`config.mk`:
```
export PLATFORM = sky130hd
export DESIGN_NAME = seg_scan
export DESIGN_NICKNAME = d
export VERILOG_FILES = /design/src/rtl/seg_pkg.sv /design/src/rtl/seg_onehot.sv /design/src/rtl/seg_scan.sv
export SDC_FILE = /design/constraint.sdc
export NUM_CORES = 1
export LEC_CHECK = 0
export BUFFER_PORTS_ARGS = -buffer_cell sky130_fd_sc_hd__buf_2
export CAP_MARGIN = 20
export CORE_ASPECT_RATIO = 1.5
export CORE_MARGIN = 2
export CORE_UTILIZATION = 46
export DETAILED_ROUTE_END_ITERATION = 10
export GPL_TIMING_DRIVEN = 0
export PLACE_DENSITY = 0.83
export SKIP_LAST_GASP = 1
export SLEW_MARGIN = 20
export SYNTH_ARGS = -nofsm -noshare
export SYNTH_HDL_FRONTEND = slang
export SYNTH_SLANG_ARGS = --single-unit
```
`constraint.sdc`:
```
create_clock -name clk -period 2.1 [get_ports clk]
set_input_delay 0.525 -clock clk [delete_from_list [all_inputs] [get_ports clk]]
set_output_delay 0.525 -clock clk [all_outputs]
set_load 0.03 [all_outputs]
```
`src/rtl/seg_pkg.sv`:
```
// Shared definitions for the seven-segment scanner.
// Holds the scan FSM state type, the segReg command bus field offsets and
// the helper that yields the "all digits off" anode value for a polarity.
package seg_pkg;

  typedef enum logic [1:0] {
    StBlank,
    StRead,
    StCapt,
    StShow
  } scan_state_e;

  // Command bus layout: {pos[2:0], load, data[3:0]}
  localparam int unsigned POS_MSB  = 7;
  localparam int unsigned POS_LSB  = 5;
  localparam int unsigned LOAD_BIT = 4;
  localparam int unsigned DATA_MSB = 3;

  function automatic logic [7:0] an_off(input bit active_low);
    return active_low ? 8'hFF : 8'h00;
  endfunction

endpackage

```
`src/rtl/seg_onehot.sv`:
```
// 3-bit to 8-bit one-hot digit-enable decoder with selectable polarity.
// Ports:
//   pos_i    digit position to light
//   en_i     1: drive one-hot of pos_i, 0: all digits off
//   onehot_o digit enables (active-low when ACTIVE_LOW=1)
module seg_onehot
  import seg_pkg::*;
#(
  parameter bit ACTIVE_LOW = 1'b1
) (
  input  logic [2:0] pos_i,
  input  logic       en_i,
  output logic [7:0] onehot_o
);

  logic [7:0] hot;

  always_comb begin
    hot = 8'h01 << pos_i;
    if (en_i) begin
      onehot_o = ACTIVE_LOW ? ~hot : hot;
    end else begin
      onehot_o = an_off(ACTIVE_LOW);
    end
  end

endmodule

```
`src/rtl/seg_scan.sv`:
```
// Multiplexed 8-digit seven-segment scanner and sole master of segReg.
// Walks positions 0..7: BLANK (ghost suppression) -> READ (issue read) ->
// CAPT (latch reg_out) -> SHOW (light digit). Host writes are slotted onto
// the shared command bus during BLANK and SHOW, never stalling the scan.
// Ports:
//   clk, rst_n        clock, async active-low reset
//   en                scan enable (0 blanks display, holds position)
//   wr_req/pos/data   host write request, held until wr_ack
//   wr_ack            write granted this cycle (combinational)
//   reg_in / reg_out  segReg command bus / segment pattern return
//   seg, an           segment drive and digit enables
module seg_scan
  import seg_pkg::*;
#(
  parameter int unsigned DIV_W         = 4,
  parameter int unsigned BLANK_CYC     = 2,
  parameter bit          AN_ACTIVE_LOW = 1'b1
) (
  input  logic       clk,
  input  logic       rst_n,
  input  logic       en,
  input  logic       wr_req,
  input  logic [2:0] wr_pos,
  input  logic [3:0] wr_data,
  output logic       wr_ack,
  output logic [7:0] reg_in,
  input  logic [7:0] reg_out,
  output logic [7:0] seg,
  output logic [7:0] an
);

  localparam int unsigned BlankW = (BLANK_CYC > 1) ? $clog2(BLANK_CYC) : 1;
  localparam int unsigned CntW   = (DIV_W > BlankW) ? DIV_W : BlankW;
  localparam logic [CntW-1:0] BlankLast = CntW'(BLANK_CYC - 1);
  localparam logic [CntW-1:0] ShowLast  = CntW'((2 ** DIV_W) - 1);

  scan_state_e     state_q, state_d;
  logic [2:0]      pos_q, pos_d;
  logic [CntW-1:0] cnt_q, cnt_d;
  logic [7:0]      seg_q, seg_d;
  logic            grant;

  // State register
  always_ff @(posedge clk or negedge rst_n) begin
    if (!rst_n) begin
      state_q <= StBlank;
      pos_q   <= 3'd0;
      cnt_q   <= '0;
      seg_q   <= 8'h00;
    end else begin
      state_q <= state_d;
      pos_q   <= pos_d;
      cnt_q   <= cnt_d;
      seg_q   <= seg_d;
    end
  end

  // Next-state logic
  always_comb begin
    state_d = state_q;
    pos_d   = pos_q;
    cnt_d   = cnt_q;
    seg_d   = seg_q;
    // reg_out answers the READ command one cycle later, i.e. during CAPT
    if (state_q == StCapt) begin
      seg_d = reg_out;
    end
    if (!en) begin
      state_d = StBlank;
      cnt_d   = '0;
    end else begin
      unique case (state_q)
        StBlank: begin
          if (cnt_q == BlankLast) begin
            state_d = StRead;
            cnt_d   = '0;
          end else begin
            cnt_d = cnt_q + CntW'(1);
          end
        end
        StRead: state_d = StCapt;
        StCapt: state_d = StShow;
        StShow: begin
          if (cnt_q == ShowLast) begin
            state_d = StBlank;
            cnt_d   = '0;
            pos_d   = pos_q + 3'd1;
          end else begin
            cnt_d = cnt_q + CntW'(1);
          end
        end
        default: state_d = StBlank;
      endcase
    end
  end

  // Outputs. rst_n gates the grant so a reset mid-write drops wr_ack and
  // load immediately, even while the FSM already sits in BLANK.
  always_comb begin
    grant  = rst_n && wr_req && ((state_q == StBlank) || (state_q == StShow));
    wr_ack = grant;
    reg_in = 8'h00;
    if (grant) begin
      reg_in[POS_MSB:POS_LSB] = wr_pos;
      reg_in[LOAD_BIT]        = 1'b1;
      reg_in[DATA_MSB:0]      = wr_data;
    end else begin
      reg_in[POS_MSB:POS_LSB] = pos_q;
    end
    seg = seg_q;
  end

  seg_onehot #(
    .ACTIVE_LOW (AN_ACTIVE_LOW)
  ) u_onehot (
    .pos_i    (pos_q),
    .en_i     (state_q == StShow),
    .onehot_o (an)
  );

endmodule

```
==> reports/qor.yml <==
hold_path:
  hp-class: "in -> async"
yosys:
  async_reset_ff_share_pct: 100.0
  synth_area_um2: 996.0
  synth_commonest_cells: "dfrtp_1 (17), nand2_1 (13), mux2_2 (12)"
  yosysSeqAreaShare_pct: 42.71
  synth_nets: 123
  synthCells: 93
  synth_edf_count: 0
  synth_top_area_share_pct: 42.71
  synth_most_common_cell: "dfrtp_1"
  ys_types: 22
  ys_seq_elements: 17
  ys.flop_type: "dfrtp_1"
  synth_warnings: 0
  yosys-top-cells-area: "dfrtp_1 (43%), ha_1 (14%), mux2_2 (14%)"
  avgSynthCellArea_um2: 10.71
  synth_top_area_cell: "dfrtp_1"
clock_tree:
  cts_tree: "built"
  clk_path_buf_depth: 2
  htreeDepth: 1
  cts_sinks: 17
  clk_pin_slew_worst_paths_ns: 0.09
  hold_buffers: 0
  clock-root-buffer: "clkbuf_4"
  numCtsBuffers: 3
  worstSkewPairLatency_ns: 0.28
power:
  clkPwrFrac_pct: 10.3
  p_comb_share_pct: 57.3
  p_leak_nw: 0.6913
  seq_power_share_pct: 32.4
  p_int_mw: 0.9422
  swShare_pct: 41.87
  ir_worst_vdd_uv: 914.9
  p_sw_mw: 0.6787
  powerDensity_nw_per_um2: 1173
setup_path:
  path_max_fanout: 6
  crit_type: "reg -> out"
  start_kind: "register"
  cp.required_ns: 1.57
  end_kind: "primary output"
  crit_start: "state_q[0]$_DFFE_PN0P_"
  worstRegToRegCells: 6
  worstReg2RegEnd: "seg[4]$_DFFE_PN0N_"
  endpoint: "reg_in[3]"
  r2r-start: "state_q[0]$_DFFE_PN0P_"
  reg2reg_slack_ns: 0.43
  worst-endpoint-arrival_ns: 1.66
global_routing:
  grt_pass1_wl_um: 3574
  antenna_found_initial: 0
  grt_pass1_vias: 888
  grt_max_degree: 19
  track_usage_pct: 18.07
  overflow: 0
timing:
  finalHoldViolCount: 0
  whs_ns: 0.08567
  tightest_slew_ns: 0.4113
  clock_skew_ns: 0.005997
  slew_headroom_pct: 72.58
  setup_violations: 6
  grt_setup_unrepaired: "true"
  setup_ws_ns: -0.08249
  max_clock_freq_mhz: 458.2
  fin_crit_sh_pct: 103.9
  slew_viol_final: 0
  fin_crit_ns: 2.182
placed_design:
  globalplace.congestion: 0.6892
  hpwl_um: 1621
  portBuffers: 42
  detailedPlace.worstSlack_ns: -0.1831
detailed_routing:
  drt-wirelength-per-cell_um: 14.06
  drc: 0
  avgViaCountPerCell: 5.347
  via_count: 893
  ant_nets: 0
  dr.pass1.iters: 2
  routed_wl_um: 2348
  drt_iter0_markers: 5
run_status:
  status: "finished with violations"
  violations: "setup timing"
cells_and_area:
  diodes: 0
  syn_to_final_growth_pct: 38.69
  final_nets: 176
  drive_gt1_share_pct: 49.66
die:
  core-area_um2: 2027
  fp-row-count: 20
  die_x_um: 41.99
  start_util_pct: 49.14
  io_pins: 44
  dieHeight_um: 60.99
  dieArea_um2: 2561
job:
  max-cap-violations: 0
[worst min path at each step]
stage | start | endpoint | slack (ns)
after CTS | rst_n | seg[7]$_DFFE_PN0N_ | 0.09
final | rst_n | seg[7]$_DFFE_PN0N_ | 0.09
after detailed placement | rst_n | seg[7]$_DFFE_PN0N_ | 0.47
after global routing | rst_n | seg[7]$_DFFE_PN0N_ | 0.09
after global placement | rst_n | cnt_q[0]$_DFFE_PN0P_ | 0.46
after floorplan | rst_n | cnt_q[0]$_DFFE_PN0P_ | 0.23
[flip-flops by register name (all words and copies together) (netlist names)]
signal	flops
seg	8
pos_q	3
state_q	2
cnt_q	4
[cell type report]
cell class,instances,area (um2)
plain buffers,4,22.52
clock buffers,4,26.28
fillers,154,645.6
inverters,7,26.28
multi-input cells,65,564.3
flip-flops and latches,17,425.4
well taps,22,27.53
repair buffers,48,289.0
[critical path, stage by stage (launching register included)]
cell and delay [ns]:
dfrtp_1 0.41, inv_2 0.09, ha_4 0.21, nor2_4 0.19, buf_4 0.17, and2_1 0.15
buf_4 0.16
[power by group through the flow]
stage | combinational (mW) | clock, mW | sequential [mW]
after detailed placement | 0.785 | 0 | 0.529
after CTS | 0.910 | 0.176 | 0.525
final | 0.929 | 0.167 | 0.525
after floorplan | 0.433 | 0 | 0.674
after global routing | 0.998 | 0.188 | 0.541
after global placement | 0.758 | 0 | 0.519
[per-stage QoR]
stage	setup TNS, ns	utilization, %	area (um2)	power (mW)	cells
3_3_place_gp	-0.4725	61.23	1241	1.277	157
5_1_grt	-1.174	68.15	1381	1.727	167
6_report	-0.3613	68.15	1381	1.621	167
4_1_cts	-0.2220	67.28	1364	1.611	166
3_5_place_dp	-0.5484	61.23	1241	1.315	157
2_1_floorplan	0	-	1003	1.107	93
[logic make-up after synthesis]
logic type,Yosys count,synth area share (%)
XOR/XNOR,2,1.759
AO/OA/AOI/OAI,8,5.276
buffers and inverters,11,4.523
adder cells (fa/ha/maj),11,13.82
multiplexers,15,16.58
flip-flops,17,42.71
AND/OR/NAND/NOR,29,15.33
[cells in the final DEF (no fill, tap or decap), drive strengths merged]
cell type  Yosys  final
ha            11     11
mux2          12     12
nor3b          1      1
nor2b          2      2
o2111ai        2      2
xor2           1      1
nor2           1      1
inv            7      7
nand4          1      1
xnor2          1      1
nand4b         1      1
mux2i          3      3
nand3          4      4
dfrtp         17     17
o211a          1      1
or4b           1      1
o21ai          5      5
clkbuf         3      7
or2            1      1
nand2         13     13
buf            1     49
and2           4      4
[metal layers]
layer | global-route usage, % | share of wire, % | up-vias | routed length (um)
met3 | 1.786 | 4.3 | 2 | 102
met1 | 17.29 | 34 | 436 | 800
li1 | - | - | 420 | -
met4 | 7.834 | 0.68 | 0 | 16
met2 | 38.17 | 61 | 35 | 1428
met5 | 0 | 0 | - | 0
[what timing repair did]
action,4_1_cts,5_1_grt
hold endpoints to repair,0,0
buffers inserted,5,1
pin swaps,1,0
setup endpoints to repair,11,12
gates resized for setup,19,5
Note: power is estimated with default switching activity, not from simulation.
